<file path="config.mk">
export PLATFORM = sky130hd
export DESIGN_NAME = ysyx_22041071_mem_arbiter
export DESIGN_NICKNAME = d
export VERILOG_FILES = /design/src/rtl/ysyx_22041071_mem_arbiter.sv
export SDC_FILE = /design/constraint.sdc
export NUM_CORES = 1
export LEC_CHECK = 0
export ABC_AREA = 1
export ABC_CLOCK_PERIOD_IN_PS = 3250
export BUFFER_PORTS_ARGS = -buffer_cell sky130_fd_sc_hd__clkbuf_2
export CAP_MARGIN = 40
export CORE_AREA = 2 2 263 265
export DETAILED_ROUTE_END_ITERATION = 16
export DIE_AREA = 0 0 265 267
export PLACE_DENSITY = 0.44
export SYNTH_ARGS = -nofsm -noshare
export SYNTH_HDL_FRONTEND = slang
export SYNTH_SLANG_ARGS = --single-unit
</file>
<file path="constraint.sdc">
create_clock -name clk -period 3.25 [get_ports clk]
set_clock_uncertainty 0.1 [all_clocks]
set_input_delay 0.325 -clock clk [delete_from_list [all_inputs] [get_ports clk]]
set_output_delay 0.325 -clock clk [all_outputs]
set_load 0.1 [all_outputs]
</file>
<file path="src/rtl/ysyx_22041071_mem_arbiter.sv">
// Arbitrates the single 64-bit RAMHelper port between IF (read-only) and MEM (read/write), one transaction in flight.
// Define YSYX_22041071_ARB_RR_EN for round-robin arbitration instead of MEM priority with starvation counter.
module ysyx_22041071_mem_arbiter #(
   parameter logic [63:0] START_ADDR = 64'h8000_0000,
   parameter int unsigned MAX_WAIT   = 4
) (
   input  logic        clk,
   input  logic        reset,
   input  logic        if_req_valid,
   output logic        if_req_ready,
   input  logic [63:0] if_addr,
   input  logic        if_flush,
   output logic        if_resp_valid,
   output logic [31:0] if_rdata,
   input  logic        mem_req_valid,
   output logic        mem_req_ready,
   input  logic [63:0] mem_addr,
   input  logic        mem_wen,
   input  logic [63:0] mem_wdata,
   input  logic [63:0] mem_wmask,
   output logic        mem_resp_valid,
   output logic [63:0] mem_rdata,
   output logic        ram_en,
   output logic [63:0] ram_ridx,
   output logic [63:0] ram_widx,
   output logic        ram_wen,
   output logic [63:0] ram_wdata,
   output logic [63:0] ram_wmask,
   input  logic [63:0] ram_rdata
);

   typedef enum logic [1:0] {IDLE, ISSUE, RESP} state_t;

   state_t      state_q;
   logic        owner_if_q;
   logic        wen_q;
   logic        sel_hi_q;
   logic        flushed_q;
   logic        ram_en_q;
   logic [63:0] ram_idx_q;
   logic        ram_wen_q;
   logic [63:0] ram_wdata_q;
   logic [63:0] ram_wmask_q;
   logic        if_resp_valid_q;
   logic [31:0] if_rdata_q;
   logic        mem_resp_valid_q;
   logic [63:0] mem_rdata_q;
`ifdef YSYX_22041071_ARB_RR_EN
   logic        last_if_q;
`else
   localparam logic [3:0] MAX_W = 4'(MAX_WAIT);
   logic [3:0]  wait_cnt_q;
`endif

   logic        if_ok;
   logic        grant_if;
   logic        grant_mem;
   logic [63:0] req_addr;
   logic [63:0] idx_d;

   always_comb begin
      if_ok = if_req_valid && !if_flush;
`ifdef YSYX_22041071_ARB_RR_EN
      grant_if = if_ok && (!mem_req_valid || !last_if_q);
`else
      grant_if = if_ok && !(mem_req_valid && (wait_cnt_q < MAX_W));
`endif
      grant_mem = mem_req_valid && !grant_if;
      // readies must also read 0 while reset is held, since they are combinational
      if (state_q != IDLE || !reset) begin
         grant_if  = 1'b0;
         grant_mem = 1'b0;
      end
      req_addr = grant_if ? if_addr : mem_addr;
      idx_d    = (req_addr - START_ADDR) >> 3;
   end

   always_ff @(posedge clk or negedge reset) begin
      if (!reset) begin
         state_q          <= IDLE;
         owner_if_q       <= 1'b0;
         wen_q            <= 1'b0;
         sel_hi_q         <= 1'b0;
         flushed_q        <= 1'b0;
         ram_en_q         <= 1'b0;
         ram_idx_q        <= '0;
         ram_wen_q        <= 1'b0;
         ram_wdata_q      <= '0;
         ram_wmask_q      <= '0;
         if_resp_valid_q  <= 1'b0;
         if_rdata_q       <= '0;
         mem_resp_valid_q <= 1'b0;
         mem_rdata_q      <= '0;
`ifdef YSYX_22041071_ARB_RR_EN
         last_if_q        <= 1'b0;
`else
         wait_cnt_q       <= '0;
`endif
      end else begin
         if_resp_valid_q  <= 1'b0;
         mem_resp_valid_q <= 1'b0;
         case (state_q)
            IDLE: begin
`ifndef YSYX_22041071_ARB_RR_EN
               if (grant_if)
                  wait_cnt_q <= '0;
               else if (if_ok && wait_cnt_q < MAX_W)
                  wait_cnt_q <= wait_cnt_q + 4'd1;
`endif
               if (grant_if || grant_mem) begin
                  state_q     <= ISSUE;
                  owner_if_q  <= grant_if;
                  wen_q       <= grant_mem && mem_wen;
                  sel_hi_q    <= if_addr[2];
                  flushed_q   <= 1'b0;
                  ram_en_q    <= 1'b1;
                  ram_idx_q   <= idx_d;
                  ram_wen_q   <= grant_mem && mem_wen;
                  ram_wdata_q <= grant_mem ? mem_wdata : '0;
                  ram_wmask_q <= grant_mem ? mem_wmask : '0;
`ifdef YSYX_22041071_ARB_RR_EN
                  last_if_q   <= grant_if;
`endif
               end
            end
            ISSUE: begin
               state_q     <= RESP;
               flushed_q   <= owner_if_q && if_flush;
               ram_en_q    <= 1'b0;
               ram_idx_q   <= '0;
               ram_wen_q   <= 1'b0;
               ram_wdata_q <= '0;
               ram_wmask_q <= '0;
            end
            RESP: begin
               state_q <= IDLE;
               if (owner_if_q) begin
                  // a flush seen in ISSUE or RESP drops the fetch; old if_rdata is kept
                  if (!(flushed_q || if_flush)) begin
                     if_resp_valid_q <= 1'b1;
                     if_rdata_q      <= sel_hi_q ? ram_rdata[63:32] : ram_rdata[31:0];
                  end
               end else begin
                  mem_resp_valid_q <= 1'b1;
                  mem_rdata_q      <= wen_q ? '0 : ram_rdata;
               end
            end
            default: state_q <= IDLE;
         endcase
      end
   end

   assign if_req_ready   = grant_if;
   assign mem_req_ready  = grant_mem;
   assign if_resp_valid  = if_resp_valid_q;
   assign if_rdata       = if_rdata_q;
   assign mem_resp_valid = mem_resp_valid_q;
   assign mem_rdata      = mem_rdata_q;
   assign ram_en         = ram_en_q;
   assign ram_ridx       = ram_idx_q;
   assign ram_widx       = ram_idx_q;
   assign ram_wen        = ram_wen_q;
   assign ram_wdata      = ram_wdata_q;
   assign ram_wmask      = ram_wmask_q;

endmodule
</file>
## Word-level counts from Yosys, hierarchy flattened

Index checks and enable logic that the tools add are counted.

- Register bits after elaboration: 302
- Bits in latches: 0
- Memory bits (writable): 0
- Bits in read-only memories: 0
- Input port bits: 326
- Output and inout port bits: 358
- Word-level logic and storage cells: 74
- Memories kept: 0

- Add/subtract/negate cells: 2
- Multipliers: 0
- Div/mod/pow operators: 0
- Magnitude comparators: 1
- Equality and inequality tests: 3
- Shifts and indexed selects: 0
- Mux-type cells: 28
- Bitwise gates (word level): 2
- Reduce and logical (&&, ||, !) cells: 23

Operators with widths:

| kind | count |
|---|---|
| two-way mux 64 bit | 7 |
| case mux 64 bit (2 select lines) | 3 |
| subtractor 64 x 32 -> 64 bit, second input constant | 1 |
| two-way mux 32 bit | 1 |
| two-way mux 1 bit | 10 |
| two-way mux 4 bit | 2 |
| AND reduction 2 bit | 4 |
| logical AND 1 bit | 7 |
| case mux 1 bit (2 select lines) | 3 |
| nonzero test 2 bit | 3 |
| adder 4 x 1 -> 4 bit, second input constant | 1 |
| logical NOT 1 bit | 4 |
| less-than comparator 4 x 3 -> 1 bit, second input constant | 1 |
| case mux 2 bit (2 select lines) | 1 |
| logical OR 1 bit | 3 |
| AND reduction 3 bit | 1 |
| == test 2 x 1 -> 1 bit, second input constant | 1 |
| == test 2 bit, second input constant | 1 |
| logical NOT 2 bit | 1 |
| two-way mux 2 bit | 1 |
| != test 2 bit, second input constant | 1 |
| NOT 1 bit | 2 |

## Depth between registers and ports, before layout

Gate-level depths: netlist (run 1).

- Word-level depth: 10
- Depth in mapped cells: 16
- Gate-level depth less buffers: 15

## Worst setup path before layout (run 1)

Ideal clock, no wire load.

- Path type: flip-flop to flip-flop
- From: reg state_q[1]
- To: reg ram_idx_q[20], in the netlist ram_ridx[20]
- Library setup time: 0.096 ns
- Arrival: 2.298 ns
- Data required time: 3.054 ns
- Setup slack: 0.756 ns
- Cell stages (with the launch flop): 8
- Buffers on the path: 2
- Clock period less this slack: 2.494 ns
- Cell sequence: dfrtp_1 -> nor2_1 -> nand2_2 -> nor2_8 -> buf_6 -> clkbuf_1 -> nor2_1 -> o31ai_1

- Cells in the longest elaborated chain, start to end: 7
- Elaborated cells between the ends (all ways): 14
- Those cells by class: 1 x add/sub; 2 x eq/ne; 5 x mux; 6 x reduce/logical

RTL lines:

| item | line | RTL |
|---|---|---|
| start, declared | 34 | `state_t state_q;` |
| start signal, assigned | 80 | `state_q <= IDLE;` |
| start signal, assigned | 111 | `state_q <= ISSUE;` |
| start signal, assigned | 127 | `state_q <= RESP;` |
| nonzero test 2 bit * | 70 | `if (state_q != IDLE \|\| !reset) begin` |
| logical OR 1 bit * | 70 |  |
| two-way mux 1 bit * | 70 |  |
| net if_req_ready | 10 | `output logic if_req_ready,` |
| two-way mux 64 bit | 74 | `req_addr = grant_if ? if_addr : mem_addr;` |
| subtractor 64 x 32 -> 64 bit | 75 | `idx_d = (req_addr - START_ADDR) >> 3;` |
| two-way mux 64 bit | 110 | `if (grant_if \|\| grant_mem) begin` |
| case mux 64 bit (2 select lines) | 102 | `case (state_q)` |
| end signal, assigned | 117 | `ram_idx_q <= idx_d;` |
| end, declared | 40 | `logic [63:0] ram_idx_q;` |

The timed path passes the listed nets; every way through them passes the cells marked *. The select of a mux whose other input is x is not followed.
A chain may end at the register's enable or synchronous reset.

## Worst setup path in the final report (run 1)

- From: reg wait_cnt_q[3]
- To: reg ram_idx_q[1], in the netlist ram_ridx[1]

- Cells in the longest elaborated chain, start to end: 10
- Elaborated cells between the ends (all ways): 15
- Those cells by class: 1 x add/sub; 1 x order compare; 1 x eq/ne; 5 x mux; 7 x reduce/logical

RTL lines:

| item | line | RTL |
|---|---|---|
| start, declared | 52 | `logic [3:0] wait_cnt_q;` |
| start signal, assigned | 108 | `wait_cnt_q <= wait_cnt_q + 4'd1;` |
| less-than comparator 4 x 3 -> 1 bit * | 66 | `grant_if = if_ok && !(mem_req_valid && (wait_cnt_q < MAX_W));` |
| logical AND 1 bit * | 66 |  |
| logical NOT 1 bit * | 66 |  |
| logical AND 1 bit * | 66 |  |
| parallel branches: the longest is 6 deep, another holds subtractor 64 x 32 -> 64 bit | n/a |  |

Every way passes the cells marked *. The select of a mux whose other input is x is not followed.

==> impl_results.md, run 1 <==
- DR WL/cell: 18.1 um
- Crit path max-delay cell type: dlygate4sd3_1
- Largest area contributor in the netlist: dfrtp_1
- Final Max Slew Viols: 0
- Area delta synth->final: 56.8%
- Final setup viols: 0
- Iter 0 DRT Violations: around 730
- Via density: 4.30
- Max Clk Rate: roughly 0.33 GHz
- Mapped cell area: 13800 um2
- Async S/R FF share, synth: 1.00
- Placed cell areas: ~18000 um2
- Yosys Warn Count: 0
- Setup crit end kind: register
- Total die area: 70800 um2
- CP arrival: 3330 ps
- Worst slew margin: 0.357
- Syn avg cell area: 9.32 um2
- Crit path top cell by count: nor2_4
- Req. time, crit path: 3580 ps
- Core ar.: 68000 um2
- Crit path cell chain: nor2_4 -> nand2_4 -> nand2_4 -> nor2_8 -> buf_4 -> nor2_4 -> inv_2 -> nor2_4 -> clkbuf_16 -> nand2_1 -> o31ai_1 -> dlygate4sd3_1
- Synth unique cells: 39
- Clock slew at reported path FFs: ~60 ps
- DR DRC count: 0
- Status: completed
- CTS tree: built
- Worst path max stage delay: ~600 ps
- CTS Buf Count: 39
- Synth top area share: 0.541
- EDFF count, synth: 0
- Die X-Extent: between 200 and 300 um
- Largest net degree at the start of global routing: around 150
- Synth top area cells: dfrtp_1, nand2_1, a22o_1, buf_4, nor2_1
- Final Hold Viols: 0
- Critical Path Start Type: register
- Sequential element share of the synthesized area: 0.541
- Crit Path Class: reg -> reg
- Fin crit share: 0.923
- Actual slew at the worst max-slew pin: roughly 960 ps
- Clk sink count: about 300
- Most common cell in the synthesized netlist: nand2_1
- Area of the multi-input gates: 5100 um2
- Top_reg_cell synth: dfrtp_1
- Clk_lat worst skew: 560 ps
- Remaining antenna violation count: 0
- Die height: ~270 um
- Grt ovf: 0
- Layout cell share with drive strength beyond 1: 0.346
- TritonRoute pass-1 iters: 5
- Design Area, Final: around 22000 um2
- Critical-path maximum fanout: 71
- Clock Root Buffer: clkbuf_16
- Fin crit period: between 3000 and 4000 ps
- Total wire length: 58400 um
- Starting Density: 0.203
- Fin util: 0.319
- First-pass GRT wire length: between 80000 and 90000 um
- Initial antenna violation count: 2
- Row Count: 96
- Hold Path Class: in -> reg
- MaxCap Viol Count: 0
- Synth top cells by count: nand2_1, dfrtp_1, nor2_1
- Unrepaired setup endpoints after global routing: no
- I/O pin count: 684
- Cells after synthesis: between 1000 and 1500
- Vias in the first global route: 14300
- Quantity of I/O buffers inserted on ports: between 600 and 700
- Synthesized flop and latch total: ~300
- Vias: approximately 14000
- Clk buf depth: 3
- Reg area: 7480 um2
- Number of nets in the layout: around 2600
- Post-DP HPWL: around 42000 um
- FF-to-FF setup slack: between 200 and 250 ps
- Global Route Usage Sum: 0.157
- CTS H-tree lvls: 2
- Fill count: a little over 7000
- Final setup TNS: 0 ps
- GPL Wtd Cong: between 0.8 and 0.9
## cells by family (layout without fill, tap and decap cells)
family                     count (synthesis)  count (layout)  synth area share
buffers and inverters                    256            1117            0.0934
other                                      1               7          0.000271
AOI/OAI and AO/OA                        297             297             0.149
adders and majority gates                  2               2           0.00181
DFF                                      299             299             0.541
and+or+nand+nor                          594             594             0.189
muxes                                     32              32            0.0232
xor gates and xnor gates                   3               3           0.00190
## cell usage in the layout (no fill, tap or decap), drive strengths merged, types with 2 or more instances in the layout
cell	synthesis	layout
clkbuf	55	730
nand2	328	328
dfrtp	299	299
dlygate4sd3	0	251
nor2	148	148
a22o	128	128
inv	93	94
o21ai	94	94
nand3	90	90
a21oi	44	44
mux2i	32	32
buf	107	30
o31ai	28	28
nand4	16	16
nand3b	6	6
conb	1	6
clkinv	1	6
bufinv	0	5
nor3	3	3
xor2	3	3
ha	2	2
## through the flow
stage	hold WS, ps	cells	setup WS [ps]
floorplan	-70.6	1489	756
global placement	234	2906	349
detailed placement	243	2908	339
CTS	12.9	3231	180
global route	40.4	3232	58.7
finish	54.3	3233	249
## layout make-up
class | count | share of cell area
antenna | 1 | 0.000115
clock buffer | 60 | 0.0552
clock inverter | 12 | 0.00952
inverter | 94 | 0.0164
multi-input combinational | 934 | 0.235
sequential | 299 | 0.345
tap | 882 | 0.0509
timing repair buffer | 951 | 0.287
## what timing repair did
item,4_1_cts,5_1_grt
setup buffers,0,0
hold endpoints to repair,334,0
setup endpoints to repair,0,11
hold buffers,251,0
resized for setup,0,3
## final timing paths
path / startpoint / cells after the start / endpoint
worst max-delay path: wait_cnt_q[3] / 12 / ram_ridx[1]
worst min-delay path: if_flush / 2 / flushed_q
max in group asynchronous: reset / 4 / ram_ridx[28]
worst min register to register: ram_en / 2 / ram_en
worst max register to register: wait_cnt_q[3] / 12 / ram_ridx[1]
min in group asynchronous: reset / 3 / state_q[1]
## worst max-delay path: cells and delay by family (launching register included)
family / cells / cell delay (ps)
simple gates: 7 / 920
compound gates: 1 / 70
buf+inv: 4 / 1350
flops: 1 / 390
## layer usage
metal	wire length, um	vias to the layer above	GRT usage
li1	-	6575	-
met1	23600	6763	0.191
met2	28800	470	0.266
met3	3880	107	0.0431
met4	2020	2	0.0586
met5	12	-	0
## flip-flops by register name (all words and copies together) (netlist names), 2 cells and up
name and flops:
wait_cnt_q 4, if_rdata 32, state_q 2, mem_rdata 64
ram_wdata 64, ram_ridx 61, ram_wmask 64
Power of run 1 is left out: the tool's default activity adds up to more than one toggle a clock period on the data nets, which glitch-free logic cannot reach.
==> inputs of run 2 (changes only) <==
==> config.mk (replaced) <==
export PLATFORM = sky130hd
export DESIGN_NAME = ysyx_22041071_mem_arbiter
export DESIGN_NICKNAME = d
export VERILOG_FILES = /design/src/rtl/ysyx_22041071_mem_arbiter.sv
export SDC_FILE = /design/constraint.sdc
export NUM_CORES = 1
export LEC_CHECK = 0
export ABC_AREA = 0
export ABC_CLOCK_PERIOD_IN_PS = 3250
export BUFFER_PORTS_ARGS = -buffer_cell sky130_fd_sc_hd__clkbuf_2
export CAP_MARGIN = 40
export CORE_AREA = 2 2 264 266
export DETAILED_ROUTE_END_ITERATION = 16
export DIE_AREA = 0 0 266 268
export PLACE_DENSITY = 0.43
export SYNTH_ARGS = -nofsm -noshare
export SYNTH_HDL_FRONTEND = slang
export SYNTH_SLANG_ARGS = --single-unit
==> run 2 against run 1 <==
Against the previous run:
- count of clock-buffer cells in the layout fell by 3
- flip-flop and latch count did not move
- critical path type unchanged
- design area fell by 0.18%
- synthesized area fell by 1.5%
==> impl_results.md, run 2 <==
- MaxCap Viol Count: 0 (unchanged)
- Core ar.: 68200 um2 (was 68000 um2)
- Synth top area share: 0.549 (was 0.541)
- TritonRoute pass-1 iters: 5 (unchanged)
- Row Count: 96 (unchanged)
- Yosys Warn Count: 0 (unchanged)
- Iter 0 DRT Violations: 592 (was 733)
- Layout cell share with drive strength beyond 1: 0.381 (was 0.346)
- Net Sw Frac: 0.577
- Final Hold Viols: 0 (unchanged)
- Largest net degree at the start of global routing: 163 (was 151)
- Commonest cells after routing, fill and taps aside: clkbuf_2, dfrtp_1, dlygate4sd3_1 (was clkbuf_2, nand2_1, dfrtp_1)
- CTS tree: built (unchanged)
- Area delta synth->final: 58.9% (was 56.8%)
- GPL Wtd Cong: 0.844 (was 0.885)
- CP arrival: 3490 ps (was 3330 ps)
- Vias: 13000 (was 13900)
- Buf/Inv on CP: 0 (was 4)
- Worst slew margin: 0.295 (was 0.357)
- Clock slew at reported path FFs: 60 ps (about the same)
- Remaining antenna violation count: 0 (unchanged)
- Worst path max stage delay: 460 ps (was 590 ps)
- Mapped cell area: 13600 um2 (was 13800 um2)
- Final Max Slew Viols: 0 (unchanged)
- Clk_lat worst skew: 550 ps (was 560 ps)
- Clk buf depth: 3 (unchanged)
- Hold_sp: mem_wen (was if_flush)
- Pwr dens: between 900 and 1000 nW/um2
- Synth unique cells: 56 (was 39)
- Status: completed (unchanged)
- Largest area contributor in the netlist: dfrtp_1 (unchanged)
- Via density: 4.27 (was 4.30)
- NetSw: between 0.01 and 0.015 W
- Syn avg cell area: 10.7 um2 (was 9.32 um2)
- Synthesized flop and latch total: 299 (unchanged)
- Setup crit end kind: register (unchanged)
- Starting Density: 0.200 (was 0.203)
- CP top delay family: simple AND/OR/NAND/NOR gates (was buffers and inverters)
- Die height: 268 um (was 267 um)
- Worst hold slack: 0.728 ps (was 54.3 ps)
- Total die area: 71300 um2 (was 70800 um2)
- Top_reg_cell synth: dfrtp_1 (unchanged)
- Grt peak-use layer: met2 (unchanged)
- DR WL/cell: 18.4 um (was 18.1 um)
- Clock Power Share: 0.200
- Req. time, crit path: 3570 ps (was 3580 ps)
- Fin util: 0.317 (was 0.319)
- Reg2reg start: state_q[1] (was wait_cnt_q[3])
- Commonest non-fill, non-tap cell in the layout: clkbuf_2 (unchanged)
- Total wire length: 56000 um (was 58400 um)
- Crit. Startpoint: state_q[1] (was wait_cnt_q[3])
- Global Route Usage Sum: 0.150 (was 0.157)
- Sequential share of power: 0.252
- Synth top area cells: dfrtp_1, a22o_1, mux2i_1, o21ai_0, buf_4 (was dfrtp_1, nand2_1, a22o_1, buf_4, nor2_1)
- CTS H-tree lvls: 2 (unchanged)
- Final setup viols: 0 (unchanged)
- P_leak: ~11 nW
- Fin crit share: 0.976 (was 0.923)
- Critical-path maximum fanout: 4 (was 71)
- Final setup TNS: 0 ps (unchanged)
- Clock Root Buffer: clkbuf_16 (unchanged)
- Hold Path Class: in -> reg (unchanged)
- Async S/R FF share, synth: 1.00 (unchanged)
- GRT met1 Usage: 0.188 (was 0.191)
- Comb power frac: 0.547
- Placed cell areas: 17800 um2 (was 17700 um2)
- Synth top cells by count: dfrtp_1, o21ai_0, nand2_1 (was nand2_1, dfrtp_1, nor2_1)
- Crit path cell chain: or3b_4 -> a211o_4 -> mux2i_1 -> ha_2 -> nand2b_1 -> or3_4 -> or4_4 -> a221oi_4 -> xor2_1 -> o21ai_1 (was nor2_4 -> nand2_4 -> nand2_4 -> nor2_8 -> buf_4 -> nor2_4 -> inv_2 -> nor2_4 -> clkbuf_16 -> nand2_1 -> o31ai_1 -> dlygate4sd3_1)
- First-pass GRT wire length: 82000 um (was 86400 um)
- Post-DP HPWL: 40300 um (was 41500 um)
- EDFF count, synth: 0 (unchanged)
- Design Area, Final: 21600 um2 (was 21700 um2)
- Vias in the first global route: 13500 (was 14300)
- CTS Buf Count: 38 (was 39)
- Crit path max-delay cell type: or4_4 (was dlygate4sd3_1)
- Met3 Use GR: 0.0329 (was 0.0431)
- Met2 Resource Use GR: 0.250 (was 0.266)
- VDD IR max: 0.619 mV
- Most common cell in the synthesized netlist: dfrtp_1 (was nand2_1)
- Critical Path Start Type: register (unchanged)
- Int Power: a little over 0.009 W
- Fin crit period: 3170 ps (was 3000 ps)
- DR DRC count: 0 (unchanged)
- Die X-Extent: 266 um (was 265 um)
- Initial antenna violation count: 10 (was 2)
- Grt ovf: 0 (unchanged)
- Cells after synthesis: 1268 (was 1484)
- Clk sink count: 299 (unchanged)
- Sequential element share of the synthesized area: 0.549 (was 0.541)
- Max Clk Rate: 0.315 GHz (was 0.333 GHz)
- Number of nets in the layout: 2460 (was 2647)
- Quantity of I/O buffers inserted on ports: 672 (unchanged)
- Crit Path Class: reg -> reg (unchanged)
- Unrepaired setup endpoints after global routing: yes (was no)
- Actual slew at the worst max-slew pin: 1060 ps (was 964 ps)
- I/O pin count: 684 (unchanged)
-- run 2: cell count changes after synthesis, sizes merged, moves of 61 or more --
| cell | delta |
|---|---|
| nand2b | +68 |
| inv | -88 |
| nor2 | -122 |
| nand2 | -193 |
| o21ai | +61 |
| mux2i | +63 |
-- run 2: timing repair --
action                     in CTS  in global routing
hold buffers                  247                  0
setup endpoints to repair       6                  6
buffers inserted                1                  2
hold endpoints to repair      267                  0
gates resized for setup         5                  9
pin swaps                       4                  5
-- run 2: layout make-up --
class | instances | area [um2]
fillers | 7085 | 46600
flip-flops and latches | 299 | 7480
repair buffers | 978 | 6390
multi-input cells | 809 | 5360
clock buffers | 57 | 1140
well taps | 882 | 1100
clock inverters | 11 | 128
inverters | 6 | 22.5
diodes | 6 | 15.0
-- run 2: logic make-up after synthesis --
kind of cell / synth area share
other cells: 0.000275
compound gates: 0.161
fa+ha+maj: 0.00184
simple gates: 0.129
buf+inv: 0.0675
mux: 0.0739
flops: 0.549
xor+xnor: 0.0174
-- run 2: per-layer routing --
metal,vias to the layer above,routed length (um)
met5,-,23
met4,4,2010
met3,100,3110
met2,470,27200
met1,6241,23700
li1,6191,-
-- run 2: worst paths after layout --
path                       cells after the start             to  slack, ps
max                                           10   ram_ridx[54]         80
min                                            2          wen_q        0.7
max reg2reg                                   10   ram_ridx[54]         80
min reg2reg                                    2  mem_rdata[47]        370
max in group asynchronous                      5  mem_rdata[56]        940
min in group asynchronous                      3  ram_wdata[27]        240
-- run 2: worst reg2reg max path: stages (launching register included) --
cell and delay [ps]:
dfrtp_1 380, or3b_4 410, a211o_4 360, mux2i_1 180, ha_2 220, nand2b_1 80, or3_4 340, or4_4 460
a221oi_4 300, xor2_1 160, o21ai_1 70
-- run 2: power by group through the flow --
stage / clock network (W) / logic, W / registers, W
2_1_floorplan: 0 / 0.00270 / 0.0123
3_3_place_gp: 0 / 0.0116 / 0.00547
3_5_place_dp: 0 / 0.0116 / 0.00548
4_1_cts: 0.00450 / 0.0119 / 0.00544
5_1_grt: 0.00463 / 0.0122 / 0.00557
6_report: 0.00432 / 0.0118 / 0.00543
-- run 2: stage by stage --
stage                     worst slack [ps]  cells  total power (W)
after global placement                4.53   2724           0.0170
after detailed placement             -47.5   2724           0.0171
after floorplan                       -376   1273           0.0150
final                                 76.5   3048           0.0215
after CTS                             19.7   3040           0.0218
after global routing                 -55.1   3048           0.0224
No activity file was read; power rests on OpenSTA's default activity.
==> inputs of run 3 (changes only) <==
--- a/config.mk
+++ b/config.mk
@@ -6,13 +6,13 @@
 export NUM_CORES = 1
 export LEC_CHECK = 0
 export ABC_AREA = 0
-export ABC_CLOCK_PERIOD_IN_PS = 3250
+export ABC_CLOCK_PERIOD_IN_PS = 2690
 export BUFFER_PORTS_ARGS = -buffer_cell sky130_fd_sc_hd__clkbuf_2
 export CAP_MARGIN = 40
-export CORE_AREA = 2 2 264 266
+export CORE_AREA = 2 2 268 270
 export DETAILED_ROUTE_END_ITERATION = 16
-export DIE_AREA = 0 0 266 268
-export PLACE_DENSITY = 0.43
+export DIE_AREA = 0 0 270 272
+export PLACE_DENSITY = 0.44
 export SYNTH_ARGS = -nofsm -noshare
 export SYNTH_HDL_FRONTEND = slang
 export SYNTH_SLANG_ARGS = --single-unit
==> constraint.sdc (replaced) <==
create_clock -name clk -period 2.69 [get_ports clk]
set_clock_uncertainty 0.1 [all_clocks]
set_input_delay 0.269 -clock clk [delete_from_list [all_inputs] [get_ports clk]]
set_output_delay 0.269 -clock clk [all_outputs]
set_load 0.1 [all_outputs]
==> run 3 against run 2 <==
Against the previous run:
- the run now ends with negative setup slack left
- global-route usage fell by 0.23 points
- combinational power rose by 23%
- critical path depth did not move
- first-iteration DRC count rose by 23%
- routed wire length rose by 3.4%
- via count rose by 2.4%
- die area rose by 3.0%
- largest cell class unchanged
- sequential power rose by 21%
- fmax rose by 0.56%
==> impl_results.md, run 3 (same netlist as run 2, synthesis figures left out) <==
- Status: finished with violations (was completed)
- Failing checks: negative setup slack
- FF-to-FF setup slack: -470 ps (was 80 ps)
- R2R Path End: ram_ridx[54] (unchanged)
- Global Route Usage Sum: 0.147 (was 0.150)
- P_leak: 11.4 nW (was 11.1 nW)
- Area of the multi-input gates: 5460 um2 (was 5360 um2)
- Crit Path Class: reg -> reg (unchanged)
- CTS tree: built (unchanged)
- Largest net degree at the start of global routing: 139 (was 163)
- Layout cell share with drive strength beyond 1: 0.394 (was 0.381)
- Vias in the first global route: 13700 (was 13500)
- CTS H-tree lvls: 2 (unchanged)
- Hold_sp: mem_addr[58] (was mem_wen)
- Final Hold Viols: 0 (unchanged)
- DR DRC count: 0 (unchanged)
- Crit. Startpoint: state_q[0] (was state_q[1])
- Commonest non-fill, non-tap cell in the layout: clkbuf_2 (unchanged)
- Die X-Extent: 270 um (was 266 um)
- Hold Path Class: in -> reg (unchanged)
- Hold endpoint: ram_ridx[55] (was wen_q)
- GPL Wtd Cong: 0.864 (was 0.844)
- Total wire length: 57900 um (was 56000 um)
- Starting Density: 0.193 (was 0.200)
- TritonRoute pass-1 iters: 5 (unchanged)
- Actual slew at the worst max-slew pin: 839 ps (was 1060 ps)
- Fin crit share: 1.17 (was 0.976)
- Row Count: 98 (was 96)
- Pwr dens: 1170 nW/um2 (was 995 nW/um2)
- Quantity of I/O buffers inserted on ports: 672 (unchanged)
- Clock slew at reported path FFs: 50 ps (was 60 ps)
- Area delta synth->final: 65.4% (was 58.9%)
- Fin crit period: 3160 ps (was 3170 ps)
- Reg2reg start: state_q[0] (was state_q[1])
- Total die area: 73400 um2 (was 71300 um2)
- Setup crit end kind: register (unchanged)
- Crit path cell chain: or3b_4 -> a211o_4 -> mux2i_4 -> ha_2 -> nand2b_1 -> or3_4 -> or4_4 -> a221oi_2 -> xor2_1 -> o21ai_1 (was or3b_4 -> a211o_4 -> mux2i_1 -> ha_2 -> nand2b_1 -> or3_4 -> or4_4 -> a221oi_4 -> xor2_1 -> o21ai_1)
- Commonest cells after routing, fill and taps aside: clkbuf_2, dfrtp_1, dlygate4sd3_1 (unchanged)
- Req. time, crit path: 3030 ps (was 3570 ps)
- Number of nets in the layout: 2507 (was 2460)
- Critical Path Start Type: register (unchanged)
- Max Clk Rate: 0.317 GHz (was 0.315 GHz)
- Unrepaired setup endpoints after global routing: yes (unchanged)
- Worst slew margin: 0.441 (was 0.295)
- Worst slack, placed: -670 ps (was -47.5 ps)
- Hold Path Cell Cnt: 5 (was 2)
- Critical-path maximum fanout: 5 (was 4)
- Fill count: 7404 (was 7085)
- Die height: 272 um (was 268 um)
- Final setup viols: 20 (was 0)
- Clk sink count: 299 (unchanged)
- Reg area: 7480 um2 (unchanged)
- Iter 0 DRT Violations: 731 (was 592)
- Fin util: 0.319 (was 0.317)
- MaxCap Viol Count: 0 (unchanged)
- Grt ovf: 0 (unchanged)
- Clk_lat worst skew: 580 ps (was 550 ps)
- CTS Buf Count: 38 (unchanged)
- CP arrival: 3490 ps (about the same)
- Post-DP HPWL: 41000 um (was 40300 um)
- Vias: 13300 (was 13000)
- Worst R2R Path Depth: 10 (unchanged)
- Worst path max stage delay: 430 ps (was 460 ps)
- Clock Root Buffer: clkbuf_16 (unchanged)
- Crit path max-delay cell type: or4_4 (unchanged)
- Via density: 4.21 (was 4.27)
- Post-route setup slack: -466 ps (was 76.5 ps)
- Core ar.: 70800 um2 (was 68200 um2)
- VDD IR max: 0.724 mV (was 0.619 mV)
- Final Max Slew Viols: 0 (unchanged)
- Remaining antenna violation count: 0 (unchanged)
- Clk buf depth: 3 (unchanged)
- DR WL/cell: 18.3 um (was 18.4 um)
- I/O pin count: 684 (unchanged)
- Initial antenna violation count: 6 (was 10)
- First-pass GRT wire length: 84500 um (was 82000 um)
==> run 3: cell count changes in the layout (fill, tap and decap cells not counted), moves of 3 or more <==
cell,previous run,this run
buf_12,8,15
buf_16,0,3
buf_4,53,65
buf_6,0,6
clkbuf_1,8,11
clkbuf_16,39,43
clkinv_2,7,3
dlygate4sd3_1,247,259
mux2i_1,94,88
mux2i_2,0,3
mux2i_4,1,4
o2111ai_1,4,1
o2111ai_2,0,3
o21ai_0,154,151
==> run 3: how the worst max path moves through the flow <==
| stage | endpoint | slack (ps) | depth (start not counted) |
|---|---|---|---|
| 3_3_place_gp | ram_ridx[39] | -590 | 9 |
| 5_1_grt | ram_ridx[54] | -550 | 10 |
| 3_5_place_dp | ram_ridx[39] | -670 | 9 |
| 6_report | ram_ridx[54] | -470 | 10 |
| 2_1_floorplan | ram_ridx[54] | -940 | 14 |
| 4_1_cts | mem_req_ready | -520 | 9 |
==> run 3: metrics by stage <==
| step | TNS [ps] | power (W) | instance area (um2) | cells | hold WS, ps |
|---|---|---|---|---|---|
| floorplan | -10340 | 0.0181 | 13700 | 1273 | -127 |
| finish | -5180 | 0.0263 | 22500 | 3163 | 33.0 |
| global placement | -57780 | 0.0207 | 18000 | 2804 | 362 |
| global route | -7570 | 0.0274 | 22500 | 3163 | 28.3 |
| detailed placement | -59350 | 0.0207 | 18100 | 2805 | 370 |
| CTS | -16850 | 0.0266 | 22100 | 3139 | 0.267 |
==> run 3: power breakdown <==
part / internal, W / switching [W]
combinational: 0.00231 / 0.0122
sequential: 0.00569 / 0.000859
clock: 0.00316 / 0.00216
==> run 3: per-layer routing <==
metal,global-route usage,share of wire,vias to the layer above
met5,0,0,-
met4,0.0459,0.026,0
met3,0.0335,0.062,78
met2,0.250,0.49,486
met1,0.186,0.42,6480
li1,-,-,6278
==> run 3: worst max-delay path: cells and delay by family, from the launching register on <==
family,cells,cell delay (ps)
fa+ha+maj,1,230
compound gates,3,700
simple gates,4,1260
mux,1,190
flops,1,370
xor+xnor,1,180
==> run 3: cell type report <==
class                           instances  area share
Antenna cell                            5    0.000555
Clock buffer                           57      0.0489
Clock inverter                         12     0.00822
Inverter                                6     0.00155
Multi-Input combinational cell        809       0.242
Sequential cell                       299       0.332
Tap cell                              950      0.0527
Timing Repair Buffer                 1025       0.314
==> run 3: timing repair <==
item,CTS,global route
endpoints found under the hold margin,312,0
gates cloned,1,5
hold buffers,259,0
setup buffers,5,15
pin swaps,18,13
resized for setup,24,37
setup endpoints to repair,162,181
